### config.mk
export PLATFORM = sky130hd
export DESIGN_NAME = fetch_unit
export DESIGN_NICKNAME = d
export VERILOG_FILES = /design/src/rtl/cpu_pkg.sv /design/src/rtl/fetch_unit.sv
export SDC_FILE = /design/constraint.sdc
export NUM_CORES = 1
export LEC_CHECK = 0
export CORE_UTILIZATION = 40
export CTS_CLUSTER_SIZE = 40
export DETAILED_ROUTE_END_ITERATION = 8
export PLACE_DENSITY = 0.82
export RECOVER_POWER = 100
export REMOVE_ABC_BUFFERS = 1
export SYNTH_ARGS = -nofsm -noshare
export SYNTH_HDL_FRONTEND = slang
export SYNTH_SLANG_ARGS = --single-unit
export TNS_END_PERCENT = 5
### constraint.sdc
create_clock -name clk -period 2.5 [get_ports clk]
set_input_delay 0.625 -clock clk [delete_from_list [all_inputs] [get_ports clk]]
set_output_delay 0.625 -clock clk [all_outputs]
set_load 0.1 [all_outputs]
### src/rtl/cpu_pkg.sv
// cpu_pkg: definitions shared across the multicycle CPU datapath.
//   fetch_state_t : state encoding of the instruction-fetch FSM
//   INSTR_BYTES   : size of one instruction in bytes (sequential PC step)
//   RESET_PC      : PC value after reset, shared with the PC register
package cpu_pkg;

    typedef enum logic [2:0] {
        FS_IDLE = 3'd0,
        FS_REQ  = 3'd1,
        FS_WAIT = 3'd2,
        FS_DONE = 3'd3,
        FS_ERR  = 3'd4
    } fetch_state_t;

    localparam int          INSTR_BYTES = 4;
    localparam logic [31:0] RESET_PC    = 32'h0000_0000;

endpackage

### src/rtl/fetch_unit.sv
// fetch_unit: instruction-fetch reader for the multicycle CPU.
//
// Fetches one instruction word per fetch_start request. It latches the PC,
// issues a req/gnt read to instruction memory and waits for rvalid. It then
// loads the IR and produces a one-cycle PC write-enable carrying PC+4.
//
// Ports:
//   clk          system clock, rising edge
//   rst          asynchronous reset, active-low
//   fetch_start  start one fetch (only looked at in IDLE)
//   pc           current PC register value
//   imem_req     read request to instruction memory (held until imem_gnt)
//   imem_addr    read address, the PC latched at fetch_start
//   imem_gnt     memory accepted the request
//   imem_rvalid  read data valid
//   imem_rdata   read data
//   ir           instruction register, holds its value between fetches
//   ir_valid     one-cycle pulse when ir is updated
//   npc          latched fetch address + 4
//   pc_we        one-cycle PC write-enable
//   pc_next      value for the PC to load (equals npc)
//   busy         high whenever the FSM is not idle
//   fetch_err    sticky error: misaligned PC, or rvalid timeout
//
// Configuration macro:
//   FETCH_TIMEOUT_EN  when defined, WAIT gives up after TIMEOUT cycles
//                     without rvalid and goes to ERR. When undefined, WAIT
//                     waits indefinitely.
module fetch_unit
    import cpu_pkg::*;
#(
    parameter int ADDR_W  = 32,
    parameter int DATA_W  = 32,
    parameter int TIMEOUT = 16
) (
    input  logic              clk,
    input  logic              rst,
    input  logic              fetch_start,
    input  logic [ADDR_W-1:0] pc,
    output logic              imem_req,
    output logic [ADDR_W-1:0] imem_addr,
    input  logic              imem_gnt,
    input  logic              imem_rvalid,
    input  logic [DATA_W-1:0] imem_rdata,
    output logic [DATA_W-1:0] ir,
    output logic              ir_valid,
    output logic [ADDR_W-1:0] npc,
    output logic              pc_we,
    output logic [ADDR_W-1:0] pc_next,
    output logic              busy,
    output logic              fetch_err
);

    fetch_state_t state_reg;

`ifdef FETCH_TIMEOUT_EN
    localparam int CNT_W = (TIMEOUT < 2) ? 1 : $clog2(TIMEOUT);
    logic [CNT_W-1:0] wait_cnt_reg;
`else
    // TIMEOUT is only meaningful with the timeout counter built in.
    logic [31:0] unused_timeout;
    assign unused_timeout = 32'(TIMEOUT);
`endif

    always_ff @(posedge clk or negedge rst) begin
        if (!rst) begin
            state_reg    <= FS_IDLE;
            imem_req     <= 1'b0;
            imem_addr    <= ADDR_W'(RESET_PC);
            ir           <= '0;
            ir_valid     <= 1'b0;
            npc          <= ADDR_W'(RESET_PC);
            pc_we        <= 1'b0;
            pc_next      <= ADDR_W'(RESET_PC);
            busy         <= 1'b0;
            fetch_err    <= 1'b0;
`ifdef FETCH_TIMEOUT_EN
            wait_cnt_reg <= '0;
`endif
        end else begin
            // Pulse outputs are high only in the DONE cycle.
            ir_valid <= 1'b0;
            pc_we    <= 1'b0;

            case (state_reg)
                FS_IDLE: begin
                    if (fetch_start) begin
                        busy <= 1'b1;
                        if (pc[1:0] == 2'b00) begin
                            imem_addr <= pc;
                            npc       <= pc + ADDR_W'(INSTR_BYTES);
                            imem_req  <= 1'b1;
                            state_reg <= FS_REQ;
                        end else begin
                            // Misaligned: never touch memory, lock up in ERR.
                            fetch_err <= 1'b1;
                            state_reg <= FS_ERR;
                        end
                    end
                end

                FS_REQ: begin
                    if (imem_gnt) begin
                        imem_req <= 1'b0;
                        if (imem_rvalid) begin
                            // Zero-latency memory: data arrives with the grant.
                            ir        <= imem_rdata;
                            ir_valid  <= 1'b1;
                            pc_we     <= 1'b1;
                            pc_next   <= npc;
                            state_reg <= FS_DONE;
                        end else begin
                            state_reg <= FS_WAIT;
`ifdef FETCH_TIMEOUT_EN
                            wait_cnt_reg <= '0;
`endif
                        end
                    end
                end

                FS_WAIT: begin
                    if (imem_rvalid) begin
                        ir        <= imem_rdata;
                        ir_valid  <= 1'b1;
                        pc_we     <= 1'b1;
                        pc_next   <= npc;
                        state_reg <= FS_DONE;
                    end
`ifdef FETCH_TIMEOUT_EN
                    // The counter holds the number of completed WAIT cycles,
                    // so the TIMEOUT-th empty WAIT cycle triggers the error.
                    else if (wait_cnt_reg == CNT_W'(TIMEOUT - 1)) begin
                        fetch_err <= 1'b1;
                        state_reg <= FS_ERR;
                    end else begin
                        wait_cnt_reg <= wait_cnt_reg + 1'b1;
                    end
`endif
                end

                FS_DONE: begin
                    busy      <= 1'b0;
                    state_reg <= FS_IDLE;
                end

                FS_ERR: begin
                    state_reg <= FS_ERR;
                end

                default: begin
                    imem_req  <= 1'b0;
                    busy      <= 1'b0;
                    state_reg <= FS_IDLE;
                end
            endcase
        end
    end

endmodule

==> results of run 1 <==
[critical path, delay by kind of cell]
family | cells | cell delay [ps]
AND/OR/NAND/NOR | 3 | 1200
buffers and inverters | 2 | 700
AO/OA/AOI/OAI | 1 | 200
[layout make-up]
class                      instances  area [sq um]
clock buffer                      20         446.7
clock inverter                    12         249.0
fill                            1137          5385
inverter                           4         15.01
multi-input combinational        332          2120
sequential                       133          3328
tap                              176         220.2
timing repair buffer             246          1689
[through the flow]
stage	hold WS, ps	setup WS, ps
floorplan	329.4	-569.3
global placement	462.5	-217.0
detailed placement	464.5	-281.7
CTS	162.8	123.7
global route	507.5	37.50
finish	473.0	99.38
[per-layer routing]
| layer | GRT usage, % | routed length, microns | up-vias |
|---|---|---|---|
| met4 | 8.256 | 276 | 0 |
| met2 | 35.74 | 7370 | 174 |
| met3 | 4.717 | 880 | 25 |
| met5 | 0 | 0 | - |
| met1 | 25.68 | 6160 | 2288 |
| li1 | - | - | 2209 |
[cells in the mapped netlist, types with 4 or more instances]
library cell and count:
buf_2 7, nand4_1 6, o31ai_1 10, or4_1 13
xnor2_1 11, clkbuf_1 18, dfrtp_1 133, nor2_1 18
a31oi_1 12, a21oi_1 4, mux2_2 64, inv_1 4
o21ai_0 23, nand3_1 14, nand2_1 117, nor3_1 4
or3_1 4
[how the worst max path moves through the flow]
| stage | start | end | cells past startpoint |
|---|---|---|---|
| after detailed placement | pc[14] | npc[29]$_DFFE_PN0P_ | 6 |
| after floorplan | fetch_start | npc[20]$_DFFE_PN0P_ | 4 |
| final | pc[14] | npc[27]$_DFFE_PN0P_ | 6 |
| after CTS | pc[14] | npc[27]$_DFFE_PN0P_ | 6 |
| after global routing | fetch_start | npc[16]$_DFFE_PN0P_ | 6 |
| after global placement | pc[11] | npc[27]$_DFFE_PN0P_ | 6 |
[logic make-up (layout without fill, tap and decap cells)]
kind of cell               Yosys count  after routing  synth area share (%)
AOI/OAI and AO/OA                   58             58                 6.412
xor gates and xnor gates            14             14                 2.189
adders and majority gates            1              1                0.2234
buffers and inverters               34            282                 2.792
DFF                                133            133                 59.43
muxes                               64             64                 12.87
and+or+nand+nor                    195            195                 16.09
==> run metrics, run 1 <==
initial DRC count=331; wire per inst=15.91 microns; first-pass GRT wire length=23320 microns; Ports=202; via count=4696; CP max-delay cell=or4_1; Antenna diodes=0; critical path peak fanout=19; Starting Density=between 40% and 50%; most frequent cells in the layout=clkbuf_2 (137), dfrtp_1 (133), nand2_1 (117); Yosys warnings=0; Clock Tree Buf Depth=2; share of flip-flops with an asynchronous set or reset=100.0%; total gr overflow=0; cell area after layout=8068 sq um; CP Data Arrival Time=2720 ps; ratio of cells with drive above 1 in the final layout=36.68%; r2r setup slk=250 ps; top-area cell type share of the netlist area=59.43%; Syn Inst Count=499; Pre-Repair DR Iteration Count=5; worst min path class=flip-flop to flip-flop; # setup viols final=0; Die H=120.3 microns; CTS tree=built; fin crit share=a little over nine tenths; dominant cells by area after synthesis=dfrtp_1 (59%), mux2_2 (13%), nand2_1 (7.8%); FF-to-FF path depth=5; drt via density=5.088; Synth-to-Final Area Change=44.06%; CTS Hold Bufs=0; min Tclk post-route=approximately 2400 ps; Remaining DRCs=0; Top Registers=imem_addr x32, ir x32, pc_next x32; slew of the pin with the lowest slew margin=1268 ps; Root Buffer=clkbuf_16; die area=14480 sq um; CTS resizes=0; commonest non-fill, non-tap cell in the layout=clkbuf_2; post-CTS setup buffer count=0; vias in the first global route=4627; Post-synth EDFFs=0; Num CTS Buffers=17; total of max-cap violations=0; Worst-path clk slew=~50 ps; largest net degree at the start of global routing=60; Fin Clk Skew=7.277 ps; crit path cell chain=clkdlybuf4s50_1 -> nand4_1 -> or4_1 -> buf_4 -> or4_1 -> a31oi_1; most frequent CP cell=or4_1; Worst setup EP type=flip-flop; Worst slew margin=15.44%; CP Launch Type=input pin; hold path start=imem_addr[5]$_DFFE_PN0P_; CP max stage delay=between 500 and 600 ps; worst r2r src=state_reg[2]$_DFFE_PN0P_; final WL=14690 microns; Placed Cells=891; hold path endpoint=imem_addr[5]$_DFFE_PN0P_; flop and latch count out of synthesis=133; post-synth top area cell=dfrtp_1; setup repair after global routing missed its margin=no; library cells used by synthesis=39; initial antenna violation count=0; GPL Wtd Cong=0.7769; core area=13450 sq um; Hold Vio Cnt, Final=0; HPWL after DPL=approximately 11000 microns; WP data required=2820 ps; fmax=0.4166 GHz; synthesized area=5600 sq um; Syn Area/Cell=11.22 sq um; Crit Path Category=input pin to flip-flop; fin. max-slew vios=0; ANT nets after route=0; Placed Area=roughly 7700 sq um; worst hold path stage count=2; Seq/Total Area, Yosys=between 50% and 60%; Synth Flop Type=dfrtp_1; clock sink count=133; CTS HTree Levels=4; Post-Layout Cell Count=923; overall routing resource usage=20.93%; Crit Reg-Reg Endpoint=npc[12]$_DFFE_PN0P_; Fin Setup TNS=0 ps; chip width=roughly 120 microns; Worst-Skew Late Latency=410 ps; fin util=59.97%; port bufs=201; # rows=42; Final nets=about 800; outcome=finished clean
Power of run 1 is left out: the tool's default activity adds up to more than one toggle a clock period on the data nets, which glitch-free logic cannot reach.
==> run 2, diff against run 1 <==
--- a/config.mk
+++ b/config.mk
@@ -5,10 +5,11 @@
 export SDC_FILE = /design/constraint.sdc
 export NUM_CORES = 1
 export LEC_CHECK = 0
+export ABC_AREA = 1
 export CORE_UTILIZATION = 40
 export CTS_CLUSTER_SIZE = 40
 export DETAILED_ROUTE_END_ITERATION = 8
-export PLACE_DENSITY = 0.82
+export PLACE_DENSITY = 0.8
 export RECOVER_POWER = 100
 export REMOVE_ABC_BUFFERS = 1
 export SYNTH_ARGS = -nofsm -noshare
==> run metrics, run 2 <==
setup repair after global routing missed its margin=no; worst min path class=input pin to async pin; Synth Flop Type=dfrtp_1; fin util=54.13% (-5.8 points); dominant cells by area after synthesis=dfrtp_1 (53%), nand2_1 (12%), o21ai_2 (7.7%); CP Data Arrival Time=2470 ps (-250 ps); via count=5370 (+14%); most common cell in the netlist=nand2_1; post-synth top area cell=dfrtp_1; slew of the pin with the lowest slew margin=1109 ps (-159.7 ps); Seq/Total Area, Yosys=52.56% (-6.9 points); CTS resizes=0 (unchanged); # rows=45 (+7.1%); largest net degree at the start of global routing=62 (+3.3%); ratio of cells with drive above 1 in the final layout=23.18% (-13 points); Yosys warnings=0 (unchanged); # setup viols final=0 (unchanged); ANT nets after route=0 (unchanged); Worst setup EP type=flip-flop; Starting Density=41.35% (-0.28 points); CP Launch Type=input pin; overall routing resource usage=20.58% (-0.34 points); port bufs=201 (unchanged); Worst-Skew Late Latency=420 ps (about the same); share of flip-flops with an asynchronous set or reset=100.0% (unchanged); fin crit share=85.45% (-11 points); Syn Area/Cell=8.488 sq um (-24%); Root Buffer=clkbuf_16; CTS Hold Bufs=0 (unchanged); GPL Wtd Cong=0.9041 (+16%); Synth-to-Final Area Change=30.90%; Post-Place Worst Slack=119.6 ps (+401.3 ps); Ports=202 (unchanged); Post-synth EDFFs=0 (unchanged); Final nets=1019 (+27%); commonest cells in the netlist=nand2_1 (196), dfrtp_1 (133), inv_1 (108); Worst-path clk slew=50 ps (about the same); core area=15310 sq um (+14%); Remaining DRCs=0 (unchanged); flop and latch count out of synthesis=133 (unchanged); critical path peak fanout=18 (-1); CTS HTree Levels=4 (unchanged); fin. max-slew vios=0 (unchanged); CTS tree=built; outcome=finished clean; Clock Tree Buf Depth=2 (unchanged); most frequent cells in the layout=nand2_1 (221), clkbuf_2 (137), dfrtp_1 (133); routed wire length on met2=7490 microns (+1.6%); synthesized area=6332 sq um (+13%); fillers=1502 (+32%); initial antenna violation count=1 (+1); HPWL after DPL=12020 microns (+11%); r2r setup slk=590 ps (+340 ps); wl on met1=7215 microns (+17%); Highest Signal Layer=met4; initial DRC count=339 (+2.4%); die area=16340 sq um (+13%); clock sink count=133 (unchanged); vias in the first global route=5104 (+10%); first-pass GRT wire length=25770 microns (+11%); final setup slack of the worst path=363.8 ps (+264.4 ps); Num CTS Buffers=17 (unchanged); fmax=0.4681 GHz (+12%); WP data required=2830 ps (about the same); routed wl met3=979 microns (+11%); Crit Path Category=input pin to flip-flop; Die H=127.8 microns (+6.2%); total gr overflow=0 (unchanged); final WL=16010 microns (+9.0%); Hold Vio Cnt, Final=0 (unchanged); drt via density=4.574 (-10%); commonest non-fill, non-tap cell in the layout=nand2_1; post-CTS setup buffer count=0 (unchanged); Fin Clk Skew=6.465 ps (-0.8126 ps); wire per inst=13.64 microns (-14%); Top Registers=imem_addr x32, ir x32, pc_next x32; top-area cell type share of the netlist area=52.56% (-6.9 points); Worst slew margin=26.09% (+11 points); min Tclk post-route=2136 ps (-264.4 ps); Pre-Repair DR Iteration Count=4 (-1); Syn Inst Count=746 (+49%); chip width=127.8 microns (+6.2%); library cells used by synthesis=28 (-28%); total of max-cap violations=0 (unchanged)
run 2: stage by stage:
step / std cells / setup TNS, ps / cell area, sq um / hold WS, ps
after global routing: 1174 / 0 / 8289 / 475.5
after detailed placement: 1141 / 0 / 8197 / 454.7
final: 1174 / 0 / 8289 / 403.0
after global placement: 1141 / 0 / 8197 / 450.5
after CTS: 1173 / 0 / 8816 / 111.5
after floorplan: 717 / -150070 / 6080 / 329.4
run 2: path summary, 6_finish.rpt:
kind                                     startpoint                   endpoint  depth (start not counted)
max                                     imem_rvalid          ir[0]$_DFFE_PN0P_                          6
min                                             rst          ir[1]$_DFFE_PN0P_                          1
max reg2reg                state_reg[1]$_DFFE_PN0P_   imem_addr[8]$_DFFE_PN0P_                          8
min reg2reg                   fetch_err$_DFFE_PN0P_      fetch_err$_DFFE_PN0P_                          1
max in group asynchronous                       rst  imem_addr[15]$_DFFE_PN0P_                          2
min in group clk              fetch_err$_DFFE_PN0P_      fetch_err$_DFFE_PN0P_                          1
run 2: area by class of cell:
type	count	area (sq um)	share of cell area, %
Antenna cell	1	2.502	0.03019
Clock buffer	20	466.7	5.630
Clock inverter	12	152.6	1.842
Inverter	111	416.7	5.026
Multi-Input combinational cell	473	2160	26.05
Sequential cell	133	3328	40.15
Tap cell	211	264.0	3.185
Timing Repair Buffer	213	1499	18.08
run 2: logic make-up (layout without fill, tap and decap cells):
group	after synthesis	in the layout	share of synthesized area, %
adder cells (fa/ha/maj)	1	1	0.1976
AO/OA/AOI/OAI	96	96	11.05
AND/OR/NAND/NOR	369	369	24.66
buffers and inverters	140	356	10.57
flip-flops	133	133	52.56
other	0	1	0
XOR/XNOR	7	7	0.9682
run 2: critical path, stage by stage:
cell and delay (ps):
dlygate4sd3_1 610, inv_1 50, o21ai_1 640, buf_4 360, nand2_1 90, o21ai_0 90
run 2: routing by layer:
| layer | global-route usage [%] | up-vias |
|---|---|---|
| met3 | 5.551 | 26 |
| met2 | 33.44 | 174 |
| li1 | - | 2692 |
| met5 | 0 | - |
| met4 | 8.443 | 0 |
| met1 | 26.00 | 2478 |
Power of run 2 is left out for the same reason.
==> run 3, diff against run 2 <==
--- a/config.mk
+++ b/config.mk
@@ -9,10 +9,11 @@
 export CORE_UTILIZATION = 40
 export CTS_CLUSTER_SIZE = 40
 export DETAILED_ROUTE_END_ITERATION = 8
+export GPL_ROUTABILITY_DRIVEN = 0
 export PLACE_DENSITY = 0.8
 export RECOVER_POWER = 100
 export REMOVE_ABC_BUFFERS = 1
 export SYNTH_ARGS = -nofsm -noshare
 export SYNTH_HDL_FRONTEND = slang
 export SYNTH_SLANG_ARGS = --single-unit
-export TNS_END_PERCENT = 5
+export TNS_END_PERCENT = 100
==> results of run 3 <==
Final layout, timing and power as in run 2 (identical DEF).
Power of run 3 is left out for the same reason.
